$ cat src/rtl/clkdiv_defs.sv
// Shared constants and helpers for the multi-channel clock divider.
// Holds default widths/half-periods, the stop encoding and the channel-index width rule.
package clkdiv_defs;

    localparam int DEF_CNT_W        = 27;
    localparam int DEF_DEFAULT_HALF = 100000;
    localparam int HALF_STOP        = 0;

    // Channel index width: clog2 of the channel count, never below 1.
    function automatic int ch_idx_w(input int num_ch);
        return (num_ch <= 1) ? 1 : $clog2(num_ch);
    endfunction

endpackage

$ cat src/rtl/clkdiv_channel.sv
// One divider channel: half-period counter, square-wave output, tick strobe, shadowed divisor.
// Latency: out_clk/tick registered; a divisor write takes effect at the next period boundary.
// Backpressure: pending is high while a shadowed divisor awaits a boundary; wr must be gated by it.
module clkdiv_channel
    import clkdiv_defs::*;
#(
    parameter int CNT_W        = DEF_CNT_W,
    parameter int DEFAULT_HALF = DEF_DEFAULT_HALF
) (
    input  logic             in_clk,
    input  logic             rst,
    input  logic             en,
    input  logic             sync,
    input  logic             wr,
    input  logic [CNT_W-1:0] wr_half,
    output logic             pending,
    output logic             out_clk,
    output logic             tick
);

    localparam logic [CNT_W-1:0] RST_HALF  = CNT_W'(DEFAULT_HALF);
    localparam logic [CNT_W-1:0] STOP_HALF = CNT_W'(HALF_STOP);

    logic [CNT_W-1:0] cnt;
    logic [CNT_W-1:0] half;
    logic [CNT_W-1:0] shadow;
    logic             stopped;
    logic             terminal;
    logic             apply;

    assign stopped  = (half == STOP_HALF);
    assign terminal = !sync && !stopped && en && (cnt == half - 1'b1);
    // Divisor changes only land where the waveform is already at a clean edge or forced low.
    assign apply    = pending && (sync || stopped || terminal);

    always_ff @(posedge in_clk) begin
        if (rst) begin
            cnt     <= '0;
            half    <= RST_HALF;
            shadow  <= RST_HALF;
            pending <= 1'b0;
            out_clk <= 1'b0;
            tick    <= 1'b0;
        end else begin
            tick <= terminal;
            if (sync || stopped) begin
                cnt     <= '0;
                out_clk <= 1'b0;
            end else if (terminal) begin
                cnt     <= '0;
                out_clk <= ~out_clk;
            end else if (en) begin
                cnt <= cnt + 1'b1;
            end

            if (apply) begin
                half    <= shadow;
                pending <= 1'b0;
                cnt     <= '0;
                if (shadow == STOP_HALF) begin
                    out_clk <= 1'b0;
                end
            end

            // wr is only issued while pending is low, so it never collides with apply.
            if (wr) begin
                shadow  <= wr_half;
                pending <= 1'b1;
            end
        end
    end

endmodule

$ cat src/rtl/param_clock_divider.sv
// NUM_CH glitch-free run-time programmable clock dividers with per-channel tick enables.
// Latency: outputs registered; cfg_err one cycle after an out-of-range write is accepted.
// Backpressure: cfg_ready drops while the addressed channel still holds an unapplied divisor.
module param_clock_divider
    import clkdiv_defs::*;
#(
    parameter int NUM_CH       = 4,
    parameter int CNT_W        = DEF_CNT_W,
    parameter int DEFAULT_HALF = DEF_DEFAULT_HALF,
    parameter int CH_W         = 2
) (
    input  logic              in_clk,
    input  logic              rst,
    input  logic              en,
    input  logic              sync,
    input  logic              cfg_valid,
    output logic              cfg_ready,
    input  logic [CH_W-1:0]   cfg_ch,
    input  logic [CNT_W-1:0]  cfg_half,
    output logic              cfg_err,
    output logic [NUM_CH-1:0] out_clk,
    output logic [NUM_CH-1:0] tick
);

    localparam logic [CH_W:0] NUM_CH_V = NUM_CH[CH_W:0];

    logic [NUM_CH-1:0] pending;
    logic [NUM_CH-1:0] wr;
    logic              in_range;
    logic              sel_pending;
    logic              accept;

    assign in_range = ({1'b0, cfg_ch} < NUM_CH_V);

    always_comb begin
        sel_pending = 1'b0;
        for (int i = 0; i < NUM_CH; i++) begin
            if (cfg_ch == i[CH_W-1:0]) begin
                sel_pending = pending[i];
            end
        end
    end

    // Out-of-range writes are always taken so a bad index can never stall the master.
    assign cfg_ready = in_range ? !sel_pending : 1'b1;
    assign accept    = cfg_valid && cfg_ready;

    always_comb begin
        wr = '0;
        for (int i = 0; i < NUM_CH; i++) begin
            wr[i] = accept && (cfg_ch == i[CH_W-1:0]);
        end
    end

    always_ff @(posedge in_clk) begin
        if (rst) begin
            cfg_err <= 1'b0;
        end else begin
            cfg_err <= accept && !in_range;
        end
    end

    for (genvar g = 0; g < NUM_CH; g++) begin : g_ch
        clkdiv_channel #(
            .CNT_W        (CNT_W),
            .DEFAULT_HALF (DEFAULT_HALF)
        ) u_ch (
            .in_clk  (in_clk),
            .rst     (rst),
            .en      (en),
            .sync    (sync),
            .wr      (wr[g]),
            .wr_half (cfg_half),
            .pending (pending[g]),
            .out_clk (out_clk[g]),
            .tick    (tick[g])
        );
    end

endmodule

$ cat config.mk
export PLATFORM = sky130hd
export DESIGN_NAME = param_clock_divider
export DESIGN_NICKNAME = d
export VERILOG_FILES = /design/src/rtl/clkdiv_defs.sv /design/src/rtl/clkdiv_channel.sv /design/src/rtl/param_clock_divider.sv
export SDC_FILE = /design/constraint.sdc
export NUM_CORES = 1
export LEC_CHECK = 0
export ABC_AREA = 1
export CAP_MARGIN = 20
export CORE_ASPECT_RATIO = 1.25
export CORE_MARGIN = 5
export CORE_UTILIZATION = 50
export CTS_CLUSTER_DIAMETER = 30
export DETAILED_ROUTE_END_ITERATION = 10
export GPL_ROUTABILITY_DRIVEN = 0
export HOLD_SLACK_MARGIN = 0.08
export PLACE_DENSITY = 0.76
export SETUP_SLACK_MARGIN = 0.4
export SLEW_MARGIN = 20
export SYNTH_ARGS = -nofsm -noshare
export SYNTH_HDL_FRONTEND = slang
export SYNTH_SLANG_ARGS = --single-unit
$ cat constraint.sdc
create_clock -name in_clk -period 6.1 [get_ports in_clk]
set_input_delay 0.61 -clock in_clk [delete_from_list [all_inputs] [get_ports in_clk]]
set_output_delay 0.61 -clock in_clk [all_outputs]
set_load 0.02 [all_outputs]
==> metrics.yaml <==
status:
  run_status: "complete, no violations"
synth:
  yosys.area.top_type_share_pct: 35.1
  avgSynthCellArea_um2: 6.50
  synth_seq_area_share_pct: 35.1
  syn_area_um2: 19200
  synth_fp_nets: 2995
  syn_inst: 2949
  synth_cell_types: 49
  ys_seq_elements: 336
  synth-edff-count: 0
  yosys_warnings: 0
  synth_area_leaders: "dfxtp_1 35%, nand2_1 13%, nor2_1 9.0%"
  synth_top_area_cell: "dfxtp_1"
  synth-main-ff-cell: "dfxtp_1"
  async_flop_share_pct: 0
routing:
  drt_iter0_markers: 1495
  vias: 19000
  wl_per_cell_um: 15.1
  drt_pass1_iterations: 6
  vias_per_cell: 5.42
  drt-total-wl_mm: 53.1
  drc_errors: 0
  drtAntennaViolNets: 0
clocking:
  insertion_delay_ns: 0.58
  cts_buffers: 68
  tritoncts: "done"
  postCtsHoldBufs: 0
  htreeDepth: 3
  cts-root-buf: "clkbuf_16"
  ctsResizeCount: 0
  post-cts-setup-buffer-count: 0
  clock-sinks: 336
  clockBufferDepth: 3
  clk_pin_slew_ns: 0.05
sta:
  grt_setup_unrepaired: "false"
  maxSlewViolCount: 0
  slew_headroom_pct: 33.1
  finalCritPeriodShare_pct: 58.9
  holdWs_ns: 0.472
  setup_viol: 0
  hold_viol: 0
  tightest_slew_ns: 1.00
  setup_tns_ns: 0
  fmax_mhz: 278
  fin_skew_ns: 0.0219
  finalCriticalPeriod_ns: 3.60
die:
  fp-row-count: 80
  die_h_um: 229
  die_w_um: 185
  initial_utilization_pct: 50.4
  io_pins: 44
  die_area_um2: 42400
  core_um2: 38000
power:
  p_leak_uw: 0.00922
  peakVddDrop_uv: 234
  power_density_nw_per_um2: 310
  power_uw: 6910
final_layout:
  area_growth_pct: 16.2
  drive_above_1_share_pct: 7.27
  final_nets: 3003
  num_antenna_cells: 0
  final_util_pct: 58.6
placed_design:
  numPortBuffers: 42
  dp_hpwl_mm: 37.9
critical_path:
  worstPathRequired_ns: 6.57
  path_class: "input port to register"
  cp_max_fo: 28
  cp.arrival_ns: 4.06
  end_kind: "register"
  start_kind: "input port"
run:
  drv_cap: 0
grt:
  grt_pass1_vias: 18100
  track_usage_pct: 24.6
  grt_first_pass_wirelength_mm: 87.0
  gr-total-overflow: 0
  grt_max_degree: 106
  antenna_found_initial: 0
min_path:
  hp-class: "register to register"
## Yosys cell counts, types with 2 or more instances
master and n:
nand3b_1 27, nor2_4 10, nor2_2 25, inv_1 305, buf_1 19, o21ai_0 120
xnor3_1 4, a211oi_1 2, xnor2_1 37, clkbuf_1 56, buf_6 7, nand2_2 13
xor2_1 99, nor3b_1 11, dfxtp_1 336, o21bai_1 7, nand2_4 5, nand2_1 683
a21boi_0 3, nand4_1 57, nor2_1 459, buf_4 12, nand3_1 284, a21oi_1 200
buf_8 2, a21oi_2 8, ha_1 12, clkinv_1 2, or2_2 12, inv_2 3
nand3_2 3, o211ai_1 2, nor3_1 57, nor4_1 31, and3_1 3, buf_2 18
and2_1 3
## worst paths after layout
kind,start,end,slack (ns),cells after the start
min reg2reg,g_ch[2].u_ch.shadow[23],g_ch[2].u_ch.shadow[23],0.47,2
max reg2reg,g_ch[0].u_ch.half[0],g_ch[0].u_ch.half[3],2.81,16
min,g_ch[2].u_ch.shadow[23],g_ch[2].u_ch.shadow[23],0.47,2
max,en,g_ch[0].u_ch.half[3],2.50,16
## state kept, by name (all words and copies together), names as in the netlist
| name | cells |
|---|---|
| g_ch.u_ch.cnt | 108 |
| g_ch.u_ch.half | 108 |
| g_ch.u_ch.shadow | 108 |
| g_ch.u_ch.out_clk | 4 |
| g_ch.u_ch.pending | 4 |
| g_ch.u_ch.tick | 4 |
## stage by stage
step,setup WS (ns),instances,area [µm²]
after floorplan,3.87,2949,19200
after global routing,2.23,3503,22300
after detailed placement,1.96,3379,19700
after global placement,2.06,3379,19700
final,2.50,3503,22300
after CTS,2.55,3503,22300
## area by class of cell
class | instances | area, µm²
multi-input combinational | 2188 | 10700
inverter | 310 | 1170
timing repair buffer | 53 | 503
fill | 3497 | 15800
tap | 492 | 616
clock inverter | 41 | 643
clock buffer | 83 | 1920
sequential | 336 | 6730
## power by group
| group | leakage (µW) | switching, µW | total (µW) | internal, µW |
|---|---|---|---|---|
| Combinational | 0.00524 | 301 | 449 | 148 |
| Sequential | 0.00273 | 64.2 | 2330 | 2260 |
| Clock | 0.00125 | 1280 | 4130 | 2850 |
| Total | 0.00922 | 1650 | 6910 | 5260 |
## placed cells by master (no fill, tap or decap), types with 12 or more instances in the layout
cell,synthesis,final
xor2_1,99,99
nand3_1,284,284
nand2_1,683,683
ha_1,12,12
nor4_1,31,31
nor3_1,57,57
bufinv_16,0,14
a21oi_1,200,200
xnor2_1,37,37
inv_1,305,304
o21ai_0,120,120
dfxtp_1,336,333
or2_2,12,12
nand3b_1,27,27
clkdlybuf4s50_1,0,42
clkbuf_16,0,72
nor2_1,459,459
nand2_2,13,13
nor2_2,25,25
nand4_1,57,57
## logic make-up (layout without fill, tap and decap cells)
kind of cell	after synthesis	after routing	synth area share, %
simple gates	1686	1686	38.7
buf+inv	425	487	9.15
compound gates	349	349	9.60
flops	336	336	35.1
xor+xnor	140	140	6.68
fa+ha+maj	12	12	0.783
other cells	1	1	0.0196
## layer usage
| layer | track usage (%) | part of all wire (%) | up-vias |
|---|---|---|---|
| li1 | - | - | 9531 |
| met1 | 29.8 | 41 | 8640 |
| met2 | 41.5 | 48 | 646 |
| met3 | 4.06 | 6.1 | 182 |
| met4 | 13.1 | 4.9 | 0 |
| met5 | 0 | 0 | - |
## worst max-delay path, stage by stage
cell and delay [ns]:
clkdlybuf4s50_1 0.46, buf_4 0.32, inv_2 0.34, a21oi_1 0.21
nand3_1 0.09, nor2_1 0.14, nand2_1 0.07, nor2_1 0.08
nand2_1 0.06, nor2_1 0.11, nand3_1 0.12, o21bai_2 0.77
buf_4 0.40, nand3_1 0.11, nand2_1 0.08, nor2_1 0.06
Note: power is estimated with default switching activity, not from simulation.
